`config.mk`:
```
export PLATFORM = sky130hd
export DESIGN_NAME = cpu_mem_port
export DESIGN_NICKNAME = d
export VERILOG_FILES = /design/src/rtl/cpu_mem_port.sv
export SDC_FILE = /design/constraint.sdc
export NUM_CORES = 1
export LEC_CHECK = 0
export CORE_UTILIZATION = 45
export CTS_CLUSTER_SIZE = 12
export DETAILED_ROUTE_END_ITERATION = 6
export PLACE_DENSITY = 0.8
export SLEW_MARGIN = 5
export SYNTH_ARGS = -nofsm -noshare
export SYNTH_HDL_FRONTEND = slang
export SYNTH_SLANG_ARGS = --single-unit
export TNS_END_PERCENT = 10
```
`constraint.sdc`:
```
create_clock -name clk -period 1.92 [get_ports clk]
set_clock_uncertainty 0.1 [all_clocks]
set_input_delay 0.192 -clock clk [delete_from_list [all_inputs] [get_ports clk]]
set_output_delay 0.192 -clock clk [all_outputs]
set_load 0.1 [all_outputs]
```
`src/rtl/cpu_mem_port.sv`:
```
// Memory access unit: turns controller read strobes into a req/ack bus read,
// stalls the controller during wait states and latches a sticky timeout error.
module cpu_mem_port #(
  parameter int unsigned ADDR_W  = 16,
  parameter int unsigned DATA_W  = 16,
  parameter int unsigned TIMEOUT = 255
) (
  input  logic              clk,
  input  logic              rst,
  input  logic [ADDR_W-1:0] addr,
  input  logic              saveOpcode,
  input  logic              saveMem,
  output logic              stall,
  output logic [DATA_W-1:0] opcode,
  output logic [DATA_W-1:0] memValue,
  output logic              busReq,
  output logic [ADDR_W-1:0] busAddr,
  input  logic              busAck,
  input  logic [DATA_W-1:0] busRdata,
  output logic              busError
);

  localparam int unsigned     CW   = $clog2(TIMEOUT + 1);
  localparam logic [CW-1:0]   LAST = CW'(TIMEOUT - 1);

  typedef enum logic [1:0] {IDLE, REQ, DONE, ERROR} state_t;

  state_t          state, next;
  logic [CW-1:0]   cnt;
  logic            sel_op, sel_mem;
  logic            start;
  logic            ack_hit;

  assign start   = (state == IDLE) && (saveOpcode || saveMem);
  assign ack_hit = (state == REQ) && busAck;

  always_ff @(posedge clk or negedge rst) begin
    if (!rst) state <= IDLE;
    else      state <= next;
  end

  // Ack wins over the timeout check, so an ack in the last allowed cycle completes.
  always_comb begin
    next = state;
    case (state)
      IDLE:    if (start) next = REQ;
      REQ: begin
        if (busAck)           next = DONE;
        else if (cnt == LAST) next = ERROR;
      end
      DONE:    next = IDLE;
      ERROR:   next = ERROR;
      default: next = IDLE;
    endcase
  end

  always_comb begin
    stall    = 1'b0;
    busError = 1'b0;
    case (state)
      IDLE:  stall = start && rst;
      REQ:   stall = 1'b1;
      ERROR: begin
        stall    = 1'b1;
        busError = 1'b1;
      end
      default: ;
    endcase
  end

  always_ff @(posedge clk or negedge rst) begin
    if (!rst) begin
      busReq   <= 1'b0;
      busAddr  <= '0;
      cnt      <= '0;
      sel_op   <= 1'b0;
      sel_mem  <= 1'b0;
      opcode   <= '0;
      memValue <= '0;
    end else begin
      busReq <= (next == REQ);
      if (start) begin
        busAddr <= addr;
        sel_op  <= saveOpcode;
        sel_mem <= saveMem;
        cnt     <= '0;
      end
      if (state == REQ && !busAck) cnt <= cnt + CW'(1);
      if (ack_hit && sel_op)  opcode   <= busRdata;
      if (ack_hit && sel_mem) memValue <= busRdata;
    end
  end

endmodule

```
### Word level (Yosys, flattened, before mapping)

Index checks and enable logic that the tools add are counted.

* bits in registers: 61
* bits of input ports: 37
* output and inout bits: 51

* add/subtract/negate cells: 1
* equal/unequal tests: 5
* muxes and demuxes: 8
* reduce and logical (&&, ||, !) cells: 11

Operators with widths (count)
* 8-bit two-way mux: 2
* 8-bit by 1-bit adder with 8-bit output, second input constant: 1
* 8-bit equality test, second input constant: 1
* 2-bit case mux with 4 select lines: 1
* 1-bit logical AND: 6
* 2-bit two-way mux: 3
* 2-bit by 1-bit equality test with 1-bit output, second input constant: 2
* 2-bit equality test, second input constant: 2
* 2-bit logical NOT: 1
* 1-bit case mux with 2 select lines: 1
* 2-bit nonzero test: 1
* 2-bit OR reduction: 1
* 1-bit logical NOT: 1
* 1-bit logical OR: 1
* 1-bit two-way mux: 1

### Logic depth before layout (Yosys ltp)

Gate-level depths: netlist of run 1.

* depth in word-level cells: 5
* gate-level depth with buffers: 5
* mapped depth without buffers: 5

### Worst setup path after synthesis of run 1

Ideal clock, no wire load.

* path kind: register -> output
* from: register state[1]
* to: output stall
* arrival: 2832 ps
* slack: -1204 ps
* stages on the path, launching flop included: 4
* path buffers: 1
* path through: dfrtp_1 buf_2 o21bai_4 o21ai_0

* word-level cells in the longest chain between the ends: 4

Ends and longest elaborated chain
* start, declared: RTL line 28 `state_t state, next;`
* start signal, assigned: RTL line 39 `else state <= next;`
* 2-bit logical NOT: RTL line 34, 60
* 1-bit logical AND: RTL line 34 `assign start = (state == IDLE) && (saveOpcode || saveMem);`
* 1-bit logical AND: RTL line 61 `IDLE: stall = start && rst;`
* 1-bit case mux with 2 select lines *: RTL line 60 `case (state)`
* end, declared: RTL line 13 `output logic stall,`

Every way passes the cells marked *; elsewhere a longest branch is shown, timed or not.

### Final worst setup path of run 1

Same ends and word-level chain as after synthesis.

==> reports/metrics.cfg, run 1 <==
[clocking]
clk_pin_slew_ps = 60
cts_buffer_depth = 2
htree_levels = 3
cts_inserted_buffers = 9
cts_tree = built
root_buffer = clkbuf_8
clock_sinks = 61
insertion_delay_ps = 320
postCtsSetupBuffers = 0
cts_resized = 0

[drt]
drc = 0
wl_per_cell_microns = 14.8
via_per_inst = 5.01
ant_nets = 0
dr.pass1.iters = 4
drtIter0Drc = 82
num_vias = 1714
routed_wl_microns = 5070

[cells_and_area]
nNetsFinal = 304
n_antenna_cell = 0
syn_to_final_growth_pct = 40.8
drive_gt1_share_pct = 46.7

[die]
core-area_sq_mm = 0.00551
die_w_microns = 77.4
io_pins = 88
die_h_microns = 77.4
start_util_pct = 46.5
num_rows = 27
die_area_sq_mm = 0.00599

[critical_path]
criticalPathCategory = reg -> out
path_delay_family = flip-flops
path_cells = o21bai_4 > o21ai_2 > buf_12
slowest_stage = dfrtp_1
end_kind = primary output
cp.required_ps = 1630
rr_worst_depth = 3
path_buf_inv = 1
cp-start-kind = flip-flop
rr_startpoint = state[1]$_DFF_PN0_
r2r-end = memValue[6]$_DFFE_PN0P_
crit_arrival_ps = 1490
worst-path-max-fanout = 11
reg2reg_slack_ps = 260
cpPeakStageDelay_ps = 490

[logic_synthesis]
ys_types = 30
synth_edf_count = 0
yosys-top-cells-count = dfrtp_1 (61), mux2_2 (28), mux2_4 (20)
syn_nets = 206
ys_top_cells_by_area = dfrtp_1 (60%), mux2_2 (12%), mux2_4 (12%), mux2i_1 (2.3%), o21ai_0 (1.8%)
yosysWarnings = 0
synth_seq_cells = 61
yosysTopAreaCell = dfrtp_1
netlist_instances = 167
synth_flop_cell = dfrtp_1
seq_area_frac_synth_pct = 59.6
synth_top_area_share_pct = 59.6
post_synth.cell_area_avg_sq_um = 15.3
async_flop_share_pct = 100
synth.most_common_cell = dfrtp_1
syn_area_sq_mm = 0.00256

[sta]
hold_viol_final = 0
fin_tns_setup_ps = 0
max_slew_margin_pct = 51.3
fin_crit_ps = 1780
fmax_mhz = 563
tightestPinTransition_ps = 731
period_share_pct = 92.6
rsz0062_at_grt = false
finalSetupViolations = 0
drv_slew = 0
whs_ps = 375

[global_route]
grt-busiest-layer = met2
antenna_found_initial = 0
grtUsageTotal_pct = 18.6
use_met2_pct = 28.1
grt-ovfl-total = 0
grt_pass1_wl_microns = 8560
grt_pass1_vias = 1748
grt_max_degree = 62
gr-usage-met1_pct = 25.6
use_met3_pct = 4.59

[status]
outcome = finished, final reports clean

[place]
dp_hpwl_microns = 3520
io_buffer_count = 87
place_congestion = 0.795

[hold_path]
hold-path-endpoint = busAddr[7]$_DFFE_PN0P_
min_from = addr[7]
hold_depth = 2
hp-class = in -> reg

[flow_run]
cap_violations = 0

-- routing by layer --
metal | up-vias | wire, microns
li1 | 789 | -
met5 | - | 0
met4 | 0 | 71
met2 | 67 | 2350
met3 | 9 | 306
met1 | 849 | 2340
-- per-stage QoR --
stage	std cells	utilization [%]	setup slack, ps	instance area [sq um]
6_report	342	65.4	142	3600
4_1_cts	342	65.4	124	3600
2_1_floorplan	167	-	91.0	2560
5_1_grt	342	65.4	67.2	3600
3_3_place_gp	325	62.0	202	3420
3_5_place_dp	325	62.0	164	3420
-- placed cells by master (no fill, tap or decap), types with 2 or more instances in the layout --
master,netlist,layout
dfrtp_1,61,61
mux2i_1,6,6
clkdlybuf4s50_1,0,35
ha_1,2,2
nand3_1,2,2
nand2_1,3,3
nand4_1,3,3
mux2_2,28,28
a21oi_1,2,2
mux2_4,20,20
o21ai_0,9,8
buf_12,0,3
nor4_1,2,2
inv_1,4,4
clkbuf_8,0,11
a22o_1,2,2
clkinv_2,0,3
buf_4,0,52
nor2_1,3,3
nand2_4,2,2
-- sequential cells by signal, indices dropped and copies added, names as in the netlist --
register / flops
busAddr: 16
busReq: 1
cnt: 8
memValue: 16
opcode: 16
sel_mem: 1
sel_op: 1
state: 2
-- area by class of cell --
cell class,count,area [sq um]
clock buffers,12,155
fillers,429,1900
inverters,4,15.0
clock inverters,4,22.5
repair buffers,92,816
well taps,72,90.1
flip-flops and latches,61,1530
multi-input cells,97,978
-- cells by family after synthesis --
family | count (synthesis) | share of synthesized area (%)
fa+ha+maj | 2 | 0.977
simple gates | 24 | 6.31
flops | 61 | 59.6
mux | 54 | 26.4
buf+inv | 9 | 2.30
compound gates | 17 | 4.40
-- how the worst max path moves through the flow --
stage | from | endpoint | slack [ps] | depth (start not counted)
final | state[1]$_DFF_PN0_ | stall | 140 | 3
after global routing | state[1]$_DFF_PN0_ | stall | 70 | 3
after CTS | state[1]$_DFF_PN0_ | stall | 120 | 3
after detailed placement | saveMem | busAddr[13]$_DFFE_PN0P_ | 160 | 5
after global placement | saveMem | busAddr[1]$_DFFE_PN0P_ | 200 | 5
after floorplan | state[1]$_DFF_PN0_ | stall | 90 | 3
-- what timing repair did --
| action | CTS | global route |
|---|---|---|
| endpoints found under the hold margin | 61 | 0 |
| hold buffers | 1 | 0 |
| setup endpoints to repair | 0 | 0 |
Power of run 1 is not shown: default switching activity piles up to over one toggle a cycle in this logic, so the estimate is an artifact.
==> inputs of run 2 (changes only) <==
--- a/config.mk
+++ b/config.mk
@@ -8,6 +8,7 @@
 export CORE_UTILIZATION = 45
 export CTS_CLUSTER_SIZE = 12
 export DETAILED_ROUTE_END_ITERATION = 6
+export GPL_ROUTABILITY_DRIVEN = 0
 export PLACE_DENSITY = 0.8
 export SLEW_MARGIN = 5
 export SYNTH_ARGS = -nofsm -noshare
==> results of run 2 <==
Final layout, timing and power as in run 1 (identical DEF).
Power of run 2 is left out for the same reason.
==> inputs of run 3 (changes only) <==
--- a/config.mk
+++ b/config.mk
@@ -8,7 +8,6 @@
 export CORE_UTILIZATION = 45
 export CTS_CLUSTER_SIZE = 12
 export DETAILED_ROUTE_END_ITERATION = 6
-export GPL_ROUTABILITY_DRIVEN = 0
 export PLACE_DENSITY = 0.8
 export SLEW_MARGIN = 5
 export SYNTH_ARGS = -nofsm -noshare
==> results of run 3 <==
Final layout, timing and power as in run 1 (identical DEF).
Power of run 3 is left out for the same reason.
